File: src/rtl/store_buffer.sv
// Store buffer: holds mem-stage stores until ROB commit, drains them in order to the dcache,
// forwards word data to younger loads and flushes uncommitted stores on exception.
module store_buffer #(
  parameter int unsigned N               = 4,
  parameter int unsigned WORD_SIZE       = 32,
  parameter int unsigned ROB_ENTRY_WIDTH = 3
) (
  input  logic                       clk,
  input  logic                       rst,
  input  logic                       st_valid,
  input  logic [WORD_SIZE-1:0]       st_addr,
  input  logic [WORD_SIZE-1:0]       st_data,
  input  logic                       st_is_byte,
  input  logic [ROB_ENTRY_WIDTH-1:0] st_rob_id,
  output logic                       full,
  output logic                       empty,
  input  logic                       sb_store_permission,
  input  logic [ROB_ENTRY_WIDTH-1:0] sb_rob_id,
  input  logic                       exception,
  input  logic                       ld_valid,
  input  logic [WORD_SIZE-1:0]       ld_addr,
  output logic                       fwd_hit,
  output logic [WORD_SIZE-1:0]       fwd_data,
  output logic                       fwd_stall,
  output logic                       cache_req_valid,
  input  logic                       cache_ready,
  output logic [WORD_SIZE-1:0]       cache_addr,
  output logic [WORD_SIZE-1:0]       cache_data,
  output logic                       cache_is_byte
);

  localparam int unsigned PW = (N > 1) ? $clog2(N) : 1;
  localparam int unsigned CW = PW + 1;

  logic [N-1:0]               valid_q, valid_d;
  logic [N-1:0]               committed_q, committed_d;
  logic [N-1:0]               is_byte_q;
  logic [WORD_SIZE-1:0]       addr_q [N];
  logic [WORD_SIZE-1:0]       data_q [N];
  logic [ROB_ENTRY_WIDTH-1:0] rob_q  [N];
  logic [PW-1:0]              head_q, head_d, tail_q, tail_d;
  logic [CW-1:0]              count_q, count_d, kept;
  logic                       alloc, pop;
  logic [PW-1:0]              idx;

  assign full            = (count_q == CW'(N));
  assign empty           = (count_q == '0);
  assign cache_req_valid = valid_q[head_q] & committed_q[head_q];
  assign cache_addr      = addr_q[head_q];
  assign cache_data      = data_q[head_q];
  assign cache_is_byte   = is_byte_q[head_q];
  assign pop             = cache_req_valid & cache_ready;
  assign alloc           = st_valid & ~full & ~exception;

  // Order matters: permission, then pop, then allocate, then the flush trims to the committed prefix.
  always_comb begin : next_state
    valid_d     = valid_q;
    committed_d = committed_q;
    head_d      = head_q;
    tail_d      = tail_q;
    count_d     = count_q;
    kept        = '0;
    if (sb_store_permission) begin
      for (int i = 0; i < int'(N); i++) begin
        if (valid_q[i] && !committed_q[i] && rob_q[i] == sb_rob_id) committed_d[i] = 1'b1;
      end
    end
    if (pop) begin
      valid_d[head_q]     = 1'b0;
      committed_d[head_q] = 1'b0;
      head_d              = head_q + PW'(1);
      count_d             = count_d - CW'(1);
    end
    if (alloc) begin
      valid_d[tail_q]     = 1'b1;
      committed_d[tail_q] = sb_store_permission && (st_rob_id == sb_rob_id);
      tail_d              = tail_q + PW'(1);
      count_d             = count_d + CW'(1);
    end
    if (exception) begin
      valid_d     = valid_d & committed_d;
      committed_d = committed_d & valid_d;
      for (int i = 0; i < int'(N); i++) kept = kept + CW'(valid_d[i]);
      count_d = kept;
      tail_d  = head_d + PW'(kept);
    end
  end

  always_ff @(posedge clk) begin : ctrl_regs
    if (!rst) begin
      valid_q     <= '0;
      committed_q <= '0;
      head_q      <= '0;
      tail_q      <= '0;
      count_q     <= '0;
    end else begin
      valid_q     <= valid_d;
      committed_q <= committed_d;
      head_q      <= head_d;
      tail_q      <= tail_d;
      count_q     <= count_d;
    end
  end

  // Payload needs no reset: it is only observed behind a valid bit.
  always_ff @(posedge clk) begin : payload_regs
    if (alloc) begin
      addr_q[tail_q]    <= st_addr;
      data_q[tail_q]    <= st_data;
      is_byte_q[tail_q] <= st_is_byte;
      rob_q[tail_q]     <= st_rob_id;
    end
  end

  // Walk oldest to youngest so the youngest matching entry wins.
  always_comb begin : forward
    fwd_hit   = 1'b0;
    fwd_stall = 1'b0;
    fwd_data  = '0;
    idx       = '0;
    if (ld_valid) begin
      for (int k = 0; k < int'(N); k++) begin
        idx = head_q + PW'(k);
        if (valid_q[idx] && addr_q[idx][WORD_SIZE-1:2] == ld_addr[WORD_SIZE-1:2]) begin
          fwd_hit   = ~is_byte_q[idx];
          fwd_stall = is_byte_q[idx];
          fwd_data  = is_byte_q[idx] ? '0 : data_q[idx];
        end
      end
    end
  end

endmodule

File: config.mk
export PLATFORM = sky130hd
export DESIGN_NAME = store_buffer
export DESIGN_NICKNAME = d
export VERILOG_FILES = /design/src/rtl/store_buffer.sv
export SDC_FILE = /design/constraint.sdc
export NUM_CORES = 1
export LEC_CHECK = 0
export BUFFER_PORTS_ARGS = -buffer_cell sky130_fd_sc_hd__buf_2
export CAP_MARGIN = 20
export CELL_PAD_IN_SITES_DETAIL_PLACEMENT = 1
export CELL_PAD_IN_SITES_GLOBAL_PLACEMENT = 1
export CORE_MARGIN = 2
export CORE_UTILIZATION = 53
export DETAILED_ROUTE_END_ITERATION = 8
export GPL_TIMING_DRIVEN = 1
export HOLD_SLACK_MARGIN = 0.08
export PLACE_DENSITY = 0.91
export SYNTH_ARGS = -nofsm -noshare
export SYNTH_HDL_FRONTEND = slang
export SYNTH_SLANG_ARGS = --single-unit
export TNS_END_PERCENT = 50
File: constraint.sdc
create_clock -name clk -period 8.4 [get_ports clk]
set_clock_uncertainty 0.05 [all_clocks]
set_input_delay 1.68 -clock clk [delete_from_list [all_inputs] [get_ports clk]]
set_output_delay 1.68 -clock clk [all_outputs]
set_load 0.05 [all_outputs]
; ---- Word level (Yosys, flattened, before mapping)
; Memories as Yosys holds them, arrays and structs flattened. A register that Yosys moved wholly into a read port is not among the register bits.
; Cells that the tools add are included.
[word_totals]
latchBits = 0
mem_bits_ro = 0
output_inout_bits = 102
memories = 3
ff_bits = 19
input_bits = 110
mem_bits_rw = 268
elab_cells = 137
[classes]
div = 0
add_sub_neg = 10
muxes = 64
mul = 0
n_bitwise = 16
n_reduce_logical = 21
n_lt_le_gt_ge = 7
shifts = 0
eq_ne = 10
[memory_table]
columns = name, words, word_bits, read_ports, rd_clocked_by_memory_dff, wr, line
row1 = addr_q, 4, 32, 4, 1, 1, 38  ; logic [WORD_SIZE-1:0] addr_q [N];
row2 = data_q, 4, 32, 4, 1, 1, 39  ; logic [WORD_SIZE-1:0] data_q [N];
row3 = rob_q, 4, 3, 4, 0, 1, 40  ; logic [ROB_ENTRY_WIDTH-1:0] rob_q [N];
[op_table]
columns = operator, n
row1 = $mux W32, 9
row2 = $eq A30 B30 Y1, 4
row3 = $mux W4, 7
row4 = $mux W1, 27
row5 = $bmux W1 S2, 9
row6 = $and A4 B4 Y4, 4
row7 = $eq A3 B3 Y1, 5
row8 = $logic_and A1 B1 Y1, 15
row9 = $lt A2 B3 Y1 const B, 5
row10 = $mux W2, 5
row11 = $mux W3, 3
row12 = $bwmux W4, 2
row13 = $not A1 Y1, 6
row14 = $add A2 B1 Y2 const B, 2
row15 = $add A2 B2 Y2 const B, 2
row16 = $and A1 B1 Y1, 4
row17 = $demux W1 S2, 2
row18 = $ge A2 B1 Y1 const B, 2
row19 = $logic_not A1 Y1, 4
row20 = $not A4 Y4, 1
row21 = $or A4 B4 Y4, 1
row22 = $add A2 B1 Y3, 1
row23 = $add A3 B1 Y3, 1
row24 = $add A3 B1 Y3 const B, 1
row25 = other kinds (6), 6

; ---- Logic depth before layout (Yosys ltp)
[depth]
word_depth = 15
depth_mapped = 20
mapped_depth_nobuf = 15

; ---- Worst setup path before layout
; Ideal clock, no wire load.
[synth_timing]
path_type = input -> register
startpoint = input port st_valid
endpoint = register tail_q[1]
t_arrival_ns = 5.954
path_stages = 12
slack_ns = 2.310
required_ns = 8.264
setup_ns = 0.086
path_buffers = 1
path_cell_list = nor2b_1 clkbuf_1 nor2b_1 and2_1 a22oi_1 nor2_1 fa_1 ha_1 ha_1 xnor2_1 xnor2_1 a211oi_1
[synth_via]
elab_chain_cells = 9
elab_cells_between_ends = 11
cone_classes = add/sub (4) / mux (3) / bitwise (3) / reduce/logical (1)
[synth_lines]
columns = element, line
row1 = start: declaration, 10  ; input logic st_valid,
row2 = $and A1 B1 Y1 (*) (2 in series), 53  ; assign alloc = st_valid & ~full & ~exception;
row3 = $mux W4, 74  ; if (alloc) begin
row4 = $and A4 B4 Y4, 81  ; valid_d = valid_d & committed_d;
row5 = $add A1 B1 Y2, 83  ; for (int i = 0; i < int'(N); i++) kept = kept + CW'(valid_d[i]);
row6 = $add A2 B1 Y3, 83
row7 = $add A3 B1 Y3, 83
row8 = $add A2 B2 Y2, 85  ; tail_d = head_d + PW'(kept);
row9 = $mux W2, 80  ; if (exception) begin
row10 = end signal: assignment, 100  ; tail_q <= tail_d;
row11 = end: declaration, 41  ; logic [PW-1:0] head_q, head_d, tail_q, tail_d;
; Every way passes the cells marked *; elsewhere a longest branch is shown, timed or not.
; A chain may end at the register's enable or synchronous reset.

; ---- Final worst setup path
[layout_timing]
startpoint = register head_q[0]
endpoint = output port fwd_data[31]
[layout_via]
elab_chain_cells = 8
elab_cells_between_ends = 37
cone_classes = add/sub (3) / eq/ne (3) / mux (25) / reduce/logical (4) / memory (2)
[layout_lines]
columns = element, line
row1 = start: declaration, 41
row2 = start signal: assignment, 93  ; head_q <= '0;
row3 = start signal: assignment, 99  ; head_q <= head_d;
row4 = $add A2 B1 Y2 (tied with other cells), 123  ; idx = head_q + PW'(k);
row5 = $mem_v2 Z4 W32 (tied with other cells), -
row6 = $eq A30 B30 Y1 (tied with other cells), 124  ; if (valid_q[idx] && addr_q[idx][WORD_SIZE-1:2] == ld_addr[WORD_SIZE-1:2]) begin
row7 = $logic_and A1 B1 Y1 (tied with other cells), 124
row8 = $mux W32 (2 in series), 124
row9 = $mux W32 (*), 124
row10 = $mux W32 (*), 121  ; if (ld_valid) begin
row11 = end: declaration, 23  ; output logic [WORD_SIZE-1:0] fwd_data,
; Every way passes the cells marked *; elsewhere a longest branch is shown, timed or not. The select of a mux whose other input is x is not followed.

==> impl_results.md <==
* Status: finished clean
* Clock Pin Slew Worst Setup and Hold Paths at 60 ps
* EDFF count, synth at 272
* Count of cell types in the netlist at 60
* Synthesized flop and latch total at 287
* Mapped Nets at 1,479
* Share of flip-flops with an asynchronous set or reset at 0%
* Leakage at 6.64 nW
* Dpl cell area at 19,600 um^2
* Kind of critical path: reg2out
* Switch Pwr at between 0.8 and 0.9 mW
* Most area-consuming cells after synthesis: edfxtp_1, mux4_2, mux2i_1
* Synth area leader: edfxtp_1
* Post-CTS Resized at 0
* Post-CTS setup buffers at 0
* Total routed wirelength at 56.4 mm
* Number of filler cells placed in the layout at 3,367
* Place WS at 905 ps
* Vias per std cell at 6.90
* H-tree depth at 2
* Total GRT Usage at a little under a third
* Reg area at roughly 8500 um^2
* Sw frac at 23.5%
* Part of the power in registers at between 40% and 50%
* Min-Delay Path Class: reg2reg
* Die area at 36,300 um^2
* Io pins at 212
* Critical Path Slowest Stage Cell: a2111oi_0
* Mapped cell area at 18,400 um^2
* 1st-pass router iterations at 8
* Multi-input logic area at 9160 um^2
* Core area at 34,400 um^2
* Setup-failing EPs final at 0
* Share of cells above drive strength 1 at 33.4%
* Drt first-iter violations at 1,550
* GR Util met3 at roughly 5.3%
* CP Launch Point: head_q[0]
* Ys Warns at 0
* Drc violations at 0
* Max Freq at 123 MHz
* Fin. max-slew vios at 0
* Max Root-Sink Buffers at 3
* Cells after synthesis at 1,354
* Worst path max stage delay at about 890 ps
* WP data required at ~6700 ps
* Final worst path period need at roughly 8200 ps
* Initial Util at around 54%
* DP Wirelength at 37.3 mm
* Number of buffers added on ports at 209
* Largest net degree at the start of global routing at 132
* Max cap viols at 0
* Power density over cell area at 165 nW/um^2
* Total CTS buffers at 34
* CP Launch Type: flip-flop
* Top cell type's share of synthesized area at 44.3%
* Arr. time, crit path at 6420 ps
* Worst path top cell family by delay: compound AO/OA/AOI/OAI gates
* Cells after DPL at about 1,900
* Tightest Pin Transition at 1080 ps
* Initial antenna violation count at 6
* Post-DR wirelength/cell at 28.4 um
* Remaining Overflow, GRT at 0
* First-pass GRT wire length at 86.1 mm
* CP Capture Type: primary output
* Cell-internal power at 2.62 mW
* Hold WS at between 500 and 600 ps
* Primary FF master, synth: edfxtp_1
* Nets at 1,623
* Grt met2 use at between 50 and 60%
* Final ANT Viol Nets at 0
* Post-route insts no fill at 1,989
* Crit-path cells: inv_2 > ha_4 > buf_12 > mux2_2 > a222oi_1 > nand4b_1 > a2111oi_0 > nand4_1 > or3b_1 > buf_4 > o32ai_1 > a221o_1 > buf_2
* Area Growth Syn to Fin at 13.1%
* Clk Latency, worst-skew pair at 510 ps
* CTS Root Buffer Type: clkbuf_16
* Post-CTS Hold Buffers at 0
* R2r startpoint: head_q[0]
* Combinational share of power at 8.4%
* CP max FO at 48
* TritonCTS clock tree: built
* Die Y at around 190 um
* Post-synthesis sequential area ratio at 46.0%
* Crit path buffers/inverters at 4
* Clock sinks at 287
* Most used routing layer: met2
* Final worst slack at 247 ps
* Design area at 20,800 um^2
* Clk pwr share at around 44%
* Vias in the first global route at 14,300
* Placer Congestion at 0.957
* Met1 track utilization from global routing at 40.7%
* Row count at 68
* Die width at approximately 190 um
* Hold path start: valid_q[3]
* Slew margin rel. at between 20 and 30%
* Routed vias at 13,700
* Util after Layout at 60.6%
* Final hold violation count at 0
* Maximum vdd drop at between 0.15 and 0.2 mV
* Syn Area/Cell at 13.6 um^2
* Period utilisation layout at 97.1%
==> worst reg2reg max path, stage by stage, from the launching register on <==
cell      delay [ps]
dfxtp_4          870
buf_4            750
mux2i_1          220
o21ai_0          220
o21a_1           230
and2_1           510
nand2_1          230
a22oi_1          330
nor2_1           110
fa_1             470
ha_1             220
ha_1             330
xnor2_1          250
xnor2_1          100
a211oi_1         290
==> worst paths after layout <==
| check | end | slack [ps] | cells past startpoint |
|---|---|---|---|
| max | fwd_data[31] | 250 | 13 |
| min | committed_q[3] | 580 | 2 |
| max reg2reg | tail_q[1] | 3110 | 14 |
| min reg2reg | committed_q[3] | 580 | 2 |
==> power groups by stage <==
stage                     combinational [mW]  clock, mW  sequential [mW]
after global placement                 0.267          0             1.64
final                                  0.289       1.52             1.62
after floorplan                        0.176          0             1.64
after CTS                              0.283       1.52             1.62
after global routing                   0.302       1.58             1.62
after detailed placement               0.279          0             1.65
==> layout make-up <==
class	instances	area share, %
Clock buffer	45	4.64
Timing Repair Buffer	234	6.08
Clock inverter	16	0.871
Sequential cell	287	40.7
Multi-Input combinational cell	892	44.0
Inverter	49	0.883
Antenna cell	11	0.132
Tap cell	455	2.73
==> cell families after synthesis <==
kind of cell    after synthesis  synth area share [%]
buf+inv                     175                  4.52
xor+xnor                    117                  5.56
fa+ha+maj                    15                  1.06
simple gates                218                  5.58
compound gates              237                  9.65
mux                         305                  27.7
flops                       287                  46.0
==> cells in the final DEF, fill, tap and decap left out, types with 9 or more instances in the layout <==
master / synthesis / routed
inv_1: 47 / 47
dfxtp_1: 15 / 13
o32ai_1: 23 / 23
nand4_1: 22 / 22
a21oi_1: 15 / 15
mux2_2: 43 / 43
buf_4: 8 / 23
o21ai_0: 78 / 78
xor2_1: 22 / 22
nor2_1: 25 / 25
diode_2: 0 / 11
ha_1: 14 / 13
xnor2_1: 95 / 95
o32ai_2: 9 / 9
a221o_1: 34 / 34
clkbuf_16: 0 / 37
a22oi_1: 10 / 10
a211oi_1: 17 / 17
mux4_2: 156 / 156
nand3_1: 38 / 38
nand2_1: 98 / 98
mux2i_1: 103 / 103
buf_2: 28 / 209
edfxtp_1: 272 / 272
==> cells in the mapped netlist (all sizes together), types with 3 or more instances <==
cell type,n
inv,49
nand4,22
mux4,158
nand2,98
o211ai,6
edfxtp,272
nor3,3
xnor2,95
a211oi,17
nor2,25
a221oi,4
a2bb2oi,7
o2111ai,3
o21ai,79
mux2i,104
dfxtp,15
nor4,3
a21oi,15
a22oi,10
clkbuf,56
o32ai,32
xor2,22
a211o,3
buf,70
nand2b,7
nand3,38
and2,8
ha,14
nand4b,3
mux2,43
o22ai,6
nor2b,5
a2111oi,5
a41oi,4
a221o,34
==> metal layers <==
| layer | routed length [um] | up-vias |
|---|---|---|
| met5 | 0 | - |
| met4 | 2410 | 0 |
| met3 | 5200 | 189 |
| met2 | 27700 | 857 |
| met1 | 21100 | 6959 |
| li1 | - | 5728 |
==> sequential cells by signal, summed over array words and instances (netlist names) <==
name / count
addr_q: 128
committed_q: 4
count_q: 3
data_q: 128
head_q: 2
is_byte_q: 4
rob_q: 12
tail_q: 2
valid_q: 4
==> through the flow <==
step,setup TNS [ps],power [mW]
finish,0,3.43
global route,-674,3.51
CTS,0,3.43
detailed placement,0,1.93
global placement,0,1.91
floorplan,0,1.82
(Power assumes the default switching activity.)
